File: config.mk
export PLATFORM = sky130hd
export DESIGN_NAME = merge2_rr_flat
export DESIGN_NICKNAME = d
export VERILOG_FILES = /design/src/rtl/merge2_rr_pkg.sv /design/src/rtl/merge2_rr_if.sv /design/src/rtl/merge2_fifo.sv /design/src/rtl/select2.sv /design/src/rtl/merge2_rr.sv /design/src/flat_wrapper.sv
export SDC_FILE = /design/constraint.sdc
export NUM_CORES = 1
export LEC_CHECK = 0
export CAP_MARGIN = 20
export CORE_ASPECT_RATIO = 0.6
export CORE_MARGIN = 2
export CORE_UTILIZATION = 27
export DETAILED_ROUTE_END_ITERATION = 8
export HOLD_SLACK_MARGIN = 0.08
export SYNTH_ARGS = -nofsm -noshare
export SYNTH_HDL_FRONTEND = slang
export SYNTH_HIERARCHICAL = 1
export SYNTH_SLANG_ARGS = --single-unit
File: constraint.sdc
create_clock -name clk -period 4.6 [get_ports clk]
set_input_delay 1.38 -clock clk [delete_from_list [all_inputs] [get_ports clk]]
set_output_delay 1.38 -clock clk [all_outputs]
set_load 0.005 [all_outputs]
File: src/rtl/merge2_rr_pkg.sv
// Shared constants and helpers for the two-input round-robin merge stage.
package merge2_rr_pkg;

  localparam int unsigned CGRA_DATA_SIZE = 8;

  function automatic int unsigned ptr_width(input int unsigned depth);
    return (depth > 1) ? $clog2(depth) : 1;
  endfunction

endpackage

File: src/rtl/merge2_rr_if.sv
// Handshake bundle for merge2_rr: two upstream channels, the one-hot selects
// and the downstream FIFO head.
interface merge2_rr_if
  import merge2_rr_pkg::*;
#(
  parameter int unsigned DATA_SIZE = CGRA_DATA_SIZE
);

  logic [DATA_SIZE-1:0] in0_data;
  logic                 in0_valid;
  logic                 in0_ready;
  logic [DATA_SIZE-1:0] in1_data;
  logic                 in1_valid;
  logic                 in1_ready;
  logic                 sel0;
  logic                 sel1;
  logic [DATA_SIZE-1:0] out_data;
  logic                 out_valid;
  logic                 out_ready;

  modport slave (
    input  in0_data, in0_valid, in1_data, in1_valid, out_ready,
    output in0_ready, in1_ready, sel0, sel1, out_data, out_valid
  );

  modport master (
    output in0_data, in0_valid, in1_data, in1_valid, out_ready,
    input  in0_ready, in1_ready, sel0, sel1, out_data, out_valid
  );

endinterface

File: src/rtl/merge2_fifo.sv
// DEPTH-entry synchronous FIFO; push is ignored when full, pop when empty.
module merge2_fifo
  import merge2_rr_pkg::*;
#(
  parameter int unsigned DATA_SIZE = CGRA_DATA_SIZE,
  parameter int unsigned DEPTH     = 2
) (
  input  logic                 clk_i,
  input  logic                 reset_i,
  input  logic                 push_i,
  input  logic [DATA_SIZE-1:0] wdata_i,
  input  logic                 pop_i,
  output logic [DATA_SIZE-1:0] rdata_o,
  output logic                 full_o,
  output logic                 empty_o
);

  localparam int unsigned PTR_W = ptr_width(DEPTH);

  logic [DATA_SIZE-1:0] mem_q [DEPTH];
  logic [PTR_W-1:0]     wr_ptr_q, wr_ptr_d;
  logic [PTR_W-1:0]     rd_ptr_q, rd_ptr_d;
  logic [PTR_W:0]       count_q, count_d;
  logic                 do_push, do_pop;

  assign full_o  = (count_q == (PTR_W+1)'(DEPTH));
  assign empty_o = (count_q == '0);
  assign rdata_o = mem_q[rd_ptr_q];
  assign do_push = push_i && !full_o;
  assign do_pop  = pop_i && !empty_o;

  // Pointers wrap naturally because DEPTH is a power of two.
  always_comb begin
    wr_ptr_d = wr_ptr_q;
    rd_ptr_d = rd_ptr_q;
    count_d  = count_q;
    if (do_push) wr_ptr_d = wr_ptr_q + 1'b1;
    if (do_pop)  rd_ptr_d = rd_ptr_q + 1'b1;
    unique case ({do_push, do_pop})
      2'b10:   count_d = count_q + 1'b1;
      2'b01:   count_d = count_q - 1'b1;
      default: count_d = count_q;
    endcase
  end

  always_ff @(posedge clk_i) begin
    if (reset_i) begin
      wr_ptr_q <= '0;
      rd_ptr_q <= '0;
      count_q  <= '0;
    end else begin
      wr_ptr_q <= wr_ptr_d;
      rd_ptr_q <= rd_ptr_d;
      count_q  <= count_d;
    end
  end

  always_ff @(posedge clk_i) begin
    if (do_push && !reset_i) mem_q[wr_ptr_q] <= wdata_i;
  end

endmodule

File: src/rtl/select2.sv
// One-hot two-way data select; simulation halts if both selects are ever high.
module select2
  import merge2_rr_pkg::*;
#(
  parameter int unsigned DATA_SIZE = CGRA_DATA_SIZE
) (
  input  logic                 sel0,
  input  logic                 sel1,
  input  logic [DATA_SIZE-1:0] in0_data,
  input  logic [DATA_SIZE-1:0] in1_data,
  output logic [DATA_SIZE-1:0] out_data
);

  always_comb begin
    out_data = ({DATA_SIZE{sel0}} & in0_data) | ({DATA_SIZE{sel1}} & in1_data);
    assert (!(sel0 && sel1)) else $fatal(1, "select2: sel0 and sel1 both high");
  end

endmodule

File: src/rtl/merge2_rr.sv
// Two-input round-robin merge: grants one channel per cycle into a small FIFO
// and exposes the one-hot grant pair that drives the downstream select2.
module merge2_rr
  import merge2_rr_pkg::*;
#(
  parameter int unsigned DATA_SIZE = CGRA_DATA_SIZE,
  parameter int unsigned DEPTH     = 2
) (
  input  logic           clk,
  input  logic           reset,
  merge2_rr_if.slave     bus
);

  logic                 prio_q, prio_d;
  logic                 full, empty;
  logic                 sel0, sel1, grant, pop;
  logic [DATA_SIZE-1:0] mux_data;

  // Grant ignores out_ready: a full FIFO blocks pushes even if it pops this cycle.
  always_comb begin
    sel0 = !reset && !full && bus.in0_valid && (!prio_q || !bus.in1_valid);
    sel1 = !reset && !full && bus.in1_valid && ( prio_q || !bus.in0_valid);
  end

  assign grant = sel0 || sel1;
  assign pop   = !empty && bus.out_ready;

  always_comb begin
    prio_d = prio_q;
    if (grant) prio_d = sel0;
  end

  always_ff @(posedge clk) begin
    if (reset) prio_q <= 1'b0;
    else       prio_q <= prio_d;
  end

  select2 #(.DATA_SIZE(DATA_SIZE)) u_select2 (
    .sel0     (sel0),
    .sel1     (sel1),
    .in0_data (bus.in0_data),
    .in1_data (bus.in1_data),
    .out_data (mux_data)
  );

  merge2_fifo #(.DATA_SIZE(DATA_SIZE), .DEPTH(DEPTH)) u_fifo (
    .clk_i   (clk),
    .reset_i (reset),
    .push_i  (grant),
    .wdata_i (mux_data),
    .pop_i   (pop),
    .rdata_o (bus.out_data),
    .full_o  (full),
    .empty_o (empty)
  );

  assign bus.sel0      = sel0;
  assign bus.sel1      = sel1;
  assign bus.in0_ready = sel0;
  assign bus.in1_ready = sel1;
  assign bus.out_valid = !empty;

endmodule

File: src/flat_wrapper.sv
// flat-port wrapper written by rule: the top's interface ports become plain ports
module merge2_rr_flat import merge2_rr_pkg::*;
#(
  parameter int unsigned DATA_SIZE = CGRA_DATA_SIZE,
  parameter int unsigned DEPTH     = 2
)
  (clk, reset, bus_in0_data, bus_in0_valid, bus_in1_data, bus_in1_valid, bus_out_ready, bus_in0_ready, bus_in1_ready, bus_sel0, bus_sel1, bus_out_data, bus_out_valid);
  merge2_rr_if #(.DATA_SIZE(DATA_SIZE)) bus_i ();
  input  logic clk;
  input  logic reset;
  input wire logic [$bits(bus_i.in0_data)-1:0] bus_in0_data;
  input wire logic [$bits(bus_i.in0_valid)-1:0] bus_in0_valid;
  input wire logic [$bits(bus_i.in1_data)-1:0] bus_in1_data;
  input wire logic [$bits(bus_i.in1_valid)-1:0] bus_in1_valid;
  input wire logic [$bits(bus_i.out_ready)-1:0] bus_out_ready;
  output wire logic [$bits(bus_i.in0_ready)-1:0] bus_in0_ready;
  output wire logic [$bits(bus_i.in1_ready)-1:0] bus_in1_ready;
  output wire logic [$bits(bus_i.sel0)-1:0] bus_sel0;
  output wire logic [$bits(bus_i.sel1)-1:0] bus_sel1;
  output wire logic [$bits(bus_i.out_data)-1:0] bus_out_data;
  output wire logic [$bits(bus_i.out_valid)-1:0] bus_out_valid;
  assign bus_i.in0_data = bus_in0_data;
  assign bus_i.in0_valid = bus_in0_valid;
  assign bus_i.in1_data = bus_in1_data;
  assign bus_i.in1_valid = bus_in1_valid;
  assign bus_i.out_ready = bus_out_ready;
  assign bus_in0_ready = bus_i.in0_ready;
  assign bus_in1_ready = bus_i.in1_ready;
  assign bus_sel0 = bus_i.sel0;
  assign bus_sel1 = bus_i.sel1;
  assign bus_out_data = bus_i.out_data;
  assign bus_out_valid = bus_i.out_valid;
  merge2_rr #(.DATA_SIZE(DATA_SIZE), .DEPTH(DEPTH)) u_core (.clk(clk), .reset(reset), .bus(bus_i));
endmodule
# After elaboration in Yosys (flattened, before gate mapping)
# Memories as Yosys holds them, arrays and structs flattened. A register that Yosys moved wholly into a read port is not among the register bits.
# Index checks and enable logic that the tools add are counted.
[word_totals] reg_bits=5 latch_bits=0 ram_bits=16 romBits=0 out_inout_bits=13 elab_cells=40 mem_count=1
[mem_list] memory="u_core.u_fifo.mem_q" words=2 width=8 read_ports=1 rd_ports_with_merged_regs=1 write_ports=1 line_no="merge2_fifo.sv:20" source="logic [DATA_SIZE-1:0] mem_q [DEPTH];"
[op_classes] n_addsub=4 multipliers=0 div_mod_pow=0 n_lt_le_gt_ge=0 n_eq_ne=3 n_shift=0 mux=5 n_bitwise=3 reduce_logical=20
[ops] cell="$and A8 B8 Y8" n=2
[ops] cell="$logic_and A1 B1 Y1" n=9
[ops] cell="$or A8 B8 Y8" n=1
[ops] cell="$logic_not A1 Y1" n=6
[ops] cell="$eq A2 B2 Y1 const B" n=2
[ops] cell="$mux W1" n=4
[ops] cell="$pmux W2 S2" n=1
[ops] cell="$logic_or A1 B1 Y1" n=3
[ops] cell="$add A1 B1 Y1 const B" n=2
[ops] cell="$add A2 B1 Y2 const B" n=1
[ops] cell="$eq A2 B1 Y1 const B" n=1
[ops] cell="$logic_not A2 Y1" n=1
[ops] cell="$reduce_bool A2 Y1" n=1
[ops] cell="$sub A2 B1 Y2 const B" n=1

# Logic depth before layout (Yosys ltp)
# Gate-level depths: netlist of the first run.
[logic_depth] word_depth=10 mapped_depth=8

# Hierarchy
# Netlist of the first run, hierarchy kept.
[by_module_without_submodules] module="merge2_fifo" n_inst=1 cells_per_inst=50 area_each_um2=797.0 seq_area_each_um2=580.6
[by_module_without_submodules] module="merge2_rr" n_inst=1 cells_per_inst=15 area_each_um2=115.1 seq_area_each_um2=20.0
[by_module_without_submodules] module="select2" n_inst=1 cells_per_inst=10 area_each_um2=86.3 seq_area_each_um2=0.0

# Worst setup path after synthesis of the first run
# OpenSTA, ideal clock, no wires.
[synth_timing] path_kind="input -> output" start="input reset" end="output bus_sel0" t_arrival_ns=1.858 path_slack_ns=1.362 cell_stages=3 path_buffers=1 path_cell_list="nor2_1 and3_1 buf_4"
[synth_via] elab_chain_cells=4
[synth_rtl] item="start: declaration" line_no="flat_wrapper.sv:10" source="input logic reset;"
[synth_rtl] item="$logic_not A1 Y1" line_no="merge2_rr.sv:21" source="sel0 = !reset && !full && bus.in0_valid && (!prio_q || !bus.in1_valid);"
[synth_rtl] item="$logic_and A1 B1 Y1 (3 in a row)" line_no="merge2_rr.sv:21"
[synth_rtl] item="end: declaration" line_no="flat_wrapper.sv:18" source="output wire logic [$bits(bus_i.sel0)-1:0] bus_sel0;"
# No other way between the ends.

# Worst setup path after layout of the first run
# Same ends and word-level chain as after synthesis.

==> impl_metrics.ini, run 1 <==
[clocking]
clock-sinks = 22
htreeDepth = 1
post_cts_buffers = 0
cts_hold_buf = 0
clock-root-buffer = clkbuf_8
cts_tree = done
cts_made_buffers = 3
cts.repair.resized = 0
clk_pin_slew_ns = 0.07
clock_latency_ns = 0.26
clk_path_buf_depth = 2

[place]
gp_congestion = 0.735
hpwl_um = 1520
port_buffers = 33

[sta]
tightest_slew_ns = 0.382
final_max_slew_viol_count = 0
setup_tns_ns = 0
fin_skew_ns = 0.000436
relSlewSlack_pct = 74.5
rsz0062_at_grt = false
min_period_over_period_pct = 89.0
max_freq_mhz = 244
finalHoldViolations = 0
setup_viol = 0
fin_crit_ns = 4.10

[global_routing]
grt_max_degree = 14
antenna_found_initial = 0
grt_pass1_vias = 737
gr-total-overflow = 0
grt_usage_pct = 10.7
grt_pass1_wl_um = 3290

[synth]
ys_types = 26
ys_seq_area_share_pct = 60.2
syn_avg_cell_area_um2 = 13.3
synth_largest_area_cell = edfxtp_1
syn-instance-count = 75
synth_warnings = 6
synth_top_area_share_pct = 48.1
synthTopCellsByArea = edfxtp_1 (48%), dfxtp_1 (12%), mux2_2 (9.0%)
netlist_area_um2 = 998
syn_nets = 97
synth-seq-cells = 22

[critical_path]
start_kind = input pin
reg2reg_setup_slack_ns = 2.59
cp_num_buf_inv = 2
r2r_end = u_core/u_fifo/count_q[1]
cp_common_cell = clkdlybuf4s50_1
slowest_delay_ns = 0.52
cp.arrival_ns = 2.72
required_ns = 3.22
end_kind = primary output
critical_path_class = in2out
cp_top_family = buffers and inverters
rr_startpoint = u_core/u_fifo/count_q[1]
cp_max_fo = 3
r2r.worst_path.cells = 7
path_cells = clkdlybuf4s50_1, nor2_1, and3_1, clkdlybuf4s50_1
crit_slowest_cell = clkdlybuf4s50_1

[floorplanning]
die_y_um = 51.1
core-area_mm2 = 0.00362
start_util_pct = 27.6
die_w_um = 82.5
io_pins = 34
rows = 17
die_area_mm2 = 0.00422

[detailed_routing]
drtAntennaViolNets = 0
drt_iter0_drc = 29
dr_total_vias = 708
routedWlPerCell_um = 13.1
wirelength_um = 2080
drcViolationCount = 0
drt_first_pass_iters = 3
vias_per_cell = 4.45

[final_layout]
drive_above_1_share_pct = 17.0
layout_commonest_cell = clkdlybuf4s50_1
final_nets = 135
final_cell_mix = clkdlybuf4s50_1 (33), edfxtp_1 (16), mux2_2 (8), a22o_1 (8), dfxtp_1 (6)
num_antenna_cells = 0
utilization_pct = 40.4
syn_to_final_growth_pct = 46.4

[outcome]
status = finished clean

[hold_path]
min_to = u_core/u_fifo/wr_ptr_q
holdPathStages = 2
hold_path.class = reg2reg
hp-start = u_core/u_fifo/wr_ptr_q

[power]
cellLeakagePower_uw = 0.000529
ir_drop_mv = 0.109
p_per_area_mw_per_mm2 = 384

[run]
drv_cap = 0
power by group:
group	switching, µW	internal, µW	leakage [µW]
registers	14.6	235	0.000198
logic	52.1	84.3	0.000295
clock network	59.4	116	0.0000357
how the worst max path moves through the flow:
stage | start | slack (ns) | cells after the start | endpoint
3_3_place_gp | reset | 0.53 | 4 | bus_sel0
3_5_place_dp | reset | 0.50 | 4 | bus_sel0
6_report | reset | 0.50 | 4 | bus_sel0
5_1_grt | reset | 0.42 | 4 | bus_in1_ready
4_1_cts | reset | 0.49 | 4 | bus_sel0
2_1_floorplan | reset | 1.36 | 3 | bus_sel0
metrics by stage:
stage	cells	total power, µW	hold WS [ns]	setup WS (ns)	instance area, µm²
final	159	561	0.516	0.504	1460
after global routing	159	589	0.553	0.419	1460
after detailed placement	155	391	0.506	0.498	1390
after floorplan	75	323	0.461	1.36	998
after global placement	155	387	0.478	0.527	1390
after CTS	159	568	0.517	0.489	1460
flip-flops by register name, indices dropped and copies added (netlist names), named ones only:
signal / cells
u_core/u_fifo/wr_ptr_q: 1
u_core/u_fifo/count_q: 2
u_core/u_fifo/rd_ptr_q: 1
u_core/u_fifo/mem_q: 16
u_core/prio_q: 1
Yosys cell counts:
master and number:
or3_1 2, clkbuf_1 1, a21oi_1 2, inv_1 2, a22o_1 8, o21ai_2 1, nor3b_1 1, o21ai_0 2
or2b_1 1, dfxtp_1 6, buf_4 2, xnor2_1 2, buf_6 1, nor3_1 1, nor2_1 5, nand2_1 1
o21a_1 2, nand2b_1 2, and3_1 2, edfxtp_1 16, xor2_1 1, mux2_2 8, or4b_4 1, nor2b_1 3
ha_1 1, buf_2 1
worst register-to-register path, cell delays in order (launching register included):
cell and delay (ns):
dfxtp_1 0.39, nor2b_1 0.37, nor2_1 0.11, o21a_1 0.15, nand2b_1 0.13, ha_1 0.28
or3_1 0.36, a21oi_1 0.16
final cells by class:
type                       instances  area (µm²)
tap                               47        58.8
multi-input combinational         46         355
clock buffer                       3        41.3
inverter                           2        7.51
fill                             347        2150
clock inverter                     1        30.0
timing repair buffer              38         368
sequential                        22         601
metal layers:
layer  vias to the layer above  share of wire [%]  GRT usage, %
met1                       336                 45          12.8
met3                         2                7.0          4.06
met5                         -                  0             0
met4                         0               0.53          2.46
li1                        349                  -             -
met2                        21                 48          18.4
cells by family after synthesis:
group           Yosys count  share of synthesized area (%)
flops                    22                           60.2
buf+inv                   7                           4.26
fa+ha+maj                 1                           1.25
xor+xnor                  3                           2.63
mux                       8                           9.02
simple gates             19                           11.3
compound gates           15                           11.4
Power figures use the tool's default switching activity.
==> run 2: changes to the inputs <==
--- a/config.mk
+++ b/config.mk
@@ -6,11 +6,12 @@
 export NUM_CORES = 1
 export LEC_CHECK = 0
 export CAP_MARGIN = 20
-export CORE_ASPECT_RATIO = 0.6
 export CORE_MARGIN = 2
-export CORE_UTILIZATION = 27
+export CORE_UTILIZATION = 47
 export DETAILED_ROUTE_END_ITERATION = 8
 export HOLD_SLACK_MARGIN = 0.08
+export PLACE_DENSITY_LB_ADDON = 0.12
+export SLEW_MARGIN = 20
 export SYNTH_ARGS = -nofsm -noshare
 export SYNTH_HDL_FRONTEND = slang
 export SYNTH_HIERARCHICAL = 1
==> run 2 against run 1 <==
  * Flip-flop and latch count unchanged
  * Sequential power hardly changed
  * Hold slack worse by 0.0036 ns
  * Largest power group unchanged
==> impl_metrics.ini, run 2 (synthesized netlist as in run 1, its figures left out) <==
[outcome]
status = finished clean

[clocking]
clock-sinks = 22
htreeDepth = 1
clk_pin_slew_ns = 0.11
clock-root-buffer = clkbuf_4
cts.repair.resized = 0
cts_made_buffers = 3
clock_latency_ns = 0.30
cts_hold_buf = 0
clk_path_buf_depth = 2
post_cts_buffers = 0
cts_tree = done

[final_layout]
num_antenna_cells = 0
multiInputGateArea_um2 = 355
reg_top3 = u_core/u_fifo/mem_q x16, u_core/u_fifo/count_q x2
final_cell_mix = clkdlybuf4s50_1 (33), edfxtp_1 (16), mux2_2 (8), a22o_1 (8), dfxtp_1 (6)
final_nets = 135
fillers = 148
layout_commonest_cell = clkdlybuf4s50_1
regArea_um2 = 601
syn_to_final_growth_pct = 39.3
drive_above_1_share_pct = 16.1
fin_area_mm2 = 0.00139
largest_reg_flops = 16
utilization_pct = 70.2
largest-register = u_core/u_fifo/mem_q

[critical_path]
required_ns = 3.22
end_kind = primary output
start_kind = input pin
r2r.worst_path.cells = 7
critical_path_class = in2out
cp_max_fo = 3
cp.arrival_ns = 2.72

[global_routing]
met3_usage_pct = 3.33
grt_pass1_wl_um = 2870
use_met1_pct = 15.4
antenna_found_initial = 0
grt_usage_pct = 15.6
grt_pass1_vias = 707
grt_use_met2_pct = 29.6
gr-total-overflow = 0
grt_max_degree = 13
busiest_layer = met2

[place]
hpwl_um = 1380
gp_congestion = 0.676
port_buffers = 33
dpl-instance-area_mm2 = 0.00137

[power]
seq_power_share_pct = 53.3
swShare_pct = 25.1
p_sw_uw = 117
cellLeakagePower_uw = 0.000509
p_per_area_mw_per_mm2 = 336
ir_drop_mv = 0.243
combPwrFrac_pct = 28.6
p_int_uw = 351
p_clk_share_pct = 18.1

[sta]
max_freq_mhz = 244
final_max_slew_viol_count = 0
fin_hold_ws_ns = 0.513
relSlewSlack_pct = 76.1
fin_skew_ns = 0.00403
setup_tns_ns = 0
setup_viol = 0
tightest_slew_ns = 0.358
fin_crit_ns = 4.10
rsz0062_at_grt = false
min_period_over_period_pct = 89.1
finalHoldViolations = 0

[floorplanning]
die_y_um = 50.1
io_pins = 34
die_w_um = 50.1
die_area_mm2 = 0.00251
start_util_pct = 50.4
rows = 16
core-area_mm2 = 0.00198

[detailed_routing]
drcViolationCount = 0
routedWlPerCell_um = 12.8
drt_first_pass_iters = 4
drtAntennaViolNets = 0
vias_per_cell = 5.14
dr_total_vias = 714
wirelength_um = 1780
drt_iter0_drc = 9

[hold_path]
holdPathStages = 2
hold_path.class = reg2reg

[run]
drv_cap = 0
[run 2: cell count changes in the layout (fill, tap and decap cells not counted), sizes merged]
cell | before | now
bufinv | 1 | 0
clkinv | 0 | 1
[run 2: area by class of cell]
class	count	share of cell area, %
Clock inverter	1	0.270
Inverter	2	0.540
Multi-Input combinational cell	46	25.5
Sequential cell	22	43.2
Tap cell	27	2.43
Timing Repair Buffer	38	26.4
Clock buffer	3	1.62
[run 2: worst paths after layout]
kind                              end  slack [ns]                      from
max                          bus_sel0        0.50                     reset
min            u_core/u_fifo/wr_ptr_q        0.51    u_core/u_fifo/wr_ptr_q
max reg2reg  u_core/u_fifo/count_q[1]        2.67  u_core/u_fifo/count_q[1]
min reg2reg    u_core/u_fifo/wr_ptr_q        0.51    u_core/u_fifo/wr_ptr_q
[run 2: worst max-delay path, stage by stage]
cell             delay, ns
clkdlybuf4s50_1       0.42
nor2_1                0.17
and3_1                0.22
clkdlybuf4s50_1       0.52
[run 2: power by group through the flow]
stage / registers, µW / logic, µW / clock network [µW]
6_report: 249 / 134 / 84.9
5_1_grt: 252 / 146 / 94.6
4_1_cts: 249 / 135 / 87.6
3_5_place_dp: 254 / 135 / 0
3_3_place_gp: 253 / 131 / 0
2_1_floorplan: 248 / 74.7 / 0
[run 2: metal layers]
metal  wire length (µm)  up-vias
met5                  0        -
met4                 27        0
met3                 74        2
met2               1040       16
met1                636      343
li1                   -      353
[run 2: stage by stage]
step           instances  setup slack, ns  total power (µW)
3_3_place_gp         135            0.557               384
5_1_grt              139            0.407               492
6_report             139            0.501               468
2_1_floorplan         75             1.36               323
3_5_place_dp         135            0.492               388
4_1_cts              139            0.493               472
==> RTL edit, RTL diff (settings of run 1) <==
One comparison of `count_q` changes from == to >=.
--- a/src/rtl/merge2_fifo.sv
+++ b/src/rtl/merge2_fifo.sv
@@ -25,3 +25,3 @@
 
-  assign full_o  = (count_q == (PTR_W+1)'(DEPTH));
+  assign full_o  = (count_q >= (PTR_W+1)'(DEPTH));
   assign empty_o = (count_q == '0);
Behaviour: same outputs for any inputs over 10 cycles, from zero or initial values and one cycle with reset high; that may be too few to reach the edited logic, so the function may still have changed.
==> RTL edit against run 1 <==
- total power is 8.3% lower
- sequential cell count is the same
- worst setup slack improved by 0.0025 ns
- sequential share of layout area is 1.2 points higher
- highest routed layer is now met3
- synthesized area is 0.75% lower
- final area is 2.8% lower
- wire length shrank 2.4%
- clock skew is 0.00065 ns higher
- critical path type unchanged
==> RTL edit: results (changes against run 1) <==
Run status
  • Outcome: finished, final reports clean (unchanged)

Setup path
  • Arr. time, crit path: 2.71 ns (was 2.72 ns)

Global route
  • Met1 GRT Util: 12.6% (was 12.8%)
  • Met3 Track Usage GR: 5.12% (was 4.06%)
  • Vias in the first global route: 755 (was 737)
  • Largest net degree at the start of global routing: 13 (was 14)
  • First-pass GRT wire length: 3220 µm (was 3290 µm)

STA
  • Rel. slew slack: 60.6% (was 74.5%)
  • Clock Skew: 0.00108 ns (was 0.000436 ns)

Synthesis
  • Post-synthesis cell type count: 27 (was 26)
  • Largest cells by area after synthesis: edfxtp_1, dfxtp_1, mux2_2, a22o_1, nor2_1 (unchanged)
  • Seq/Total Area, Yosys: 60.6% (was 60.2%)
  • Synth cell count leaders: edfxtp_1, a22o_1, mux2_2, dfxtp_1, nor2_1 (unchanged)
  • Post-Syn Nets: 95 (was 97)

Placed design
  • Placer Congestion: 0.702 (was 0.735)
  • Dpl hpwl: 1540 µm (was 1520 µm)

Cells and area
  • NumNets Final: 132 (was 135)
  • Fillers: 313 (was 347)

Routing
  • Met3 wire len: 180 µm (was 145 µm)
  • WL/cell: 13.2 µm (was 13.1 µm)
  • Vias: 690 (was 708)
  • Met1 wire length: 879 µm (was 929 µm)
  • Routed wl met2: 966 µm (was 990 µm)
  • DRT iter0 DRCs: 31 (was 29)

Power
  • Worst VDD drop: 0.124 mV (was 0.109 mV)
  • P_leak: 0.513 nW (was 0.529 nW)
==> RTL edit: final timing paths <==
check,slack [ns],startpoint,end,cells after the start
setup / recovery,0.51,reset,bus_sel1,4
hold / removal,0.52,u_core/u_fifo/rd_ptr_q,flop,2
setup reg to reg,2.74,u_core/u_fifo/count_q[1],u_core/u_fifo/mem_q[0][3],5
hold reg to reg,0.52,u_core/u_fifo/rd_ptr_q,flop,2
==> RTL edit: power breakdown <==
part | leakage [nW] | switching, mW | internal (mW)
logic | 0.291 | 0.0545 | 0.0891
clock network | 0.0231 | 0.0556 | 0.0594
registers | 0.198 | 0.0177 | 0.238
==> RTL edit: final cells by class <==
| class | instances | area (µm²) | share of cell area (%) |
|---|---|---|---|
| clock buffer | 3 | 41.3 | 2.91 |
| timing repair buffer | 38 | 368 | 25.9 |
| multi-input combinational | 44 | 347 | 24.4 |
| sequential | 22 | 601 | 42.3 |
| tap | 45 | 56.3 | 3.96 |
| clock inverter | 1 | 3.75 | 0.264 |
| inverter | 1 | 3.75 | 0.264 |
==> RTL edit: metrics by stage <==
| step | worst slack, ns | area, µm² | cells | util [%] |
|---|---|---|---|---|
| after floorplan | 1.36 | 991 | 73 | - |
| after global placement | 0.536 | 1380 | 150 | 40.6 |
| after detailed placement | 0.505 | 1380 | 150 | 40.6 |
| after CTS | 0.491 | 1420 | 154 | 42.0 |
| after global routing | 0.447 | 1420 | 154 | 42.0 |
| final | 0.506 | 1420 | 154 | 42.0 |
==> RTL edit: logic make-up (layout without fill, tap and decap cells) <==
group	count (synthesis)	count (layout)	synth area share, %
flip-flops	22	22	60.6
AND/OR/NAND/NOR	18	18	10.5
AO/OA/AOI/OAI	13	13	10.6
multiplexers	8	8	9.09
buffers and inverters	7	43	4.42
XOR/XNOR	4	4	3.54
adder cells (fa/ha/maj)	1	1	1.26
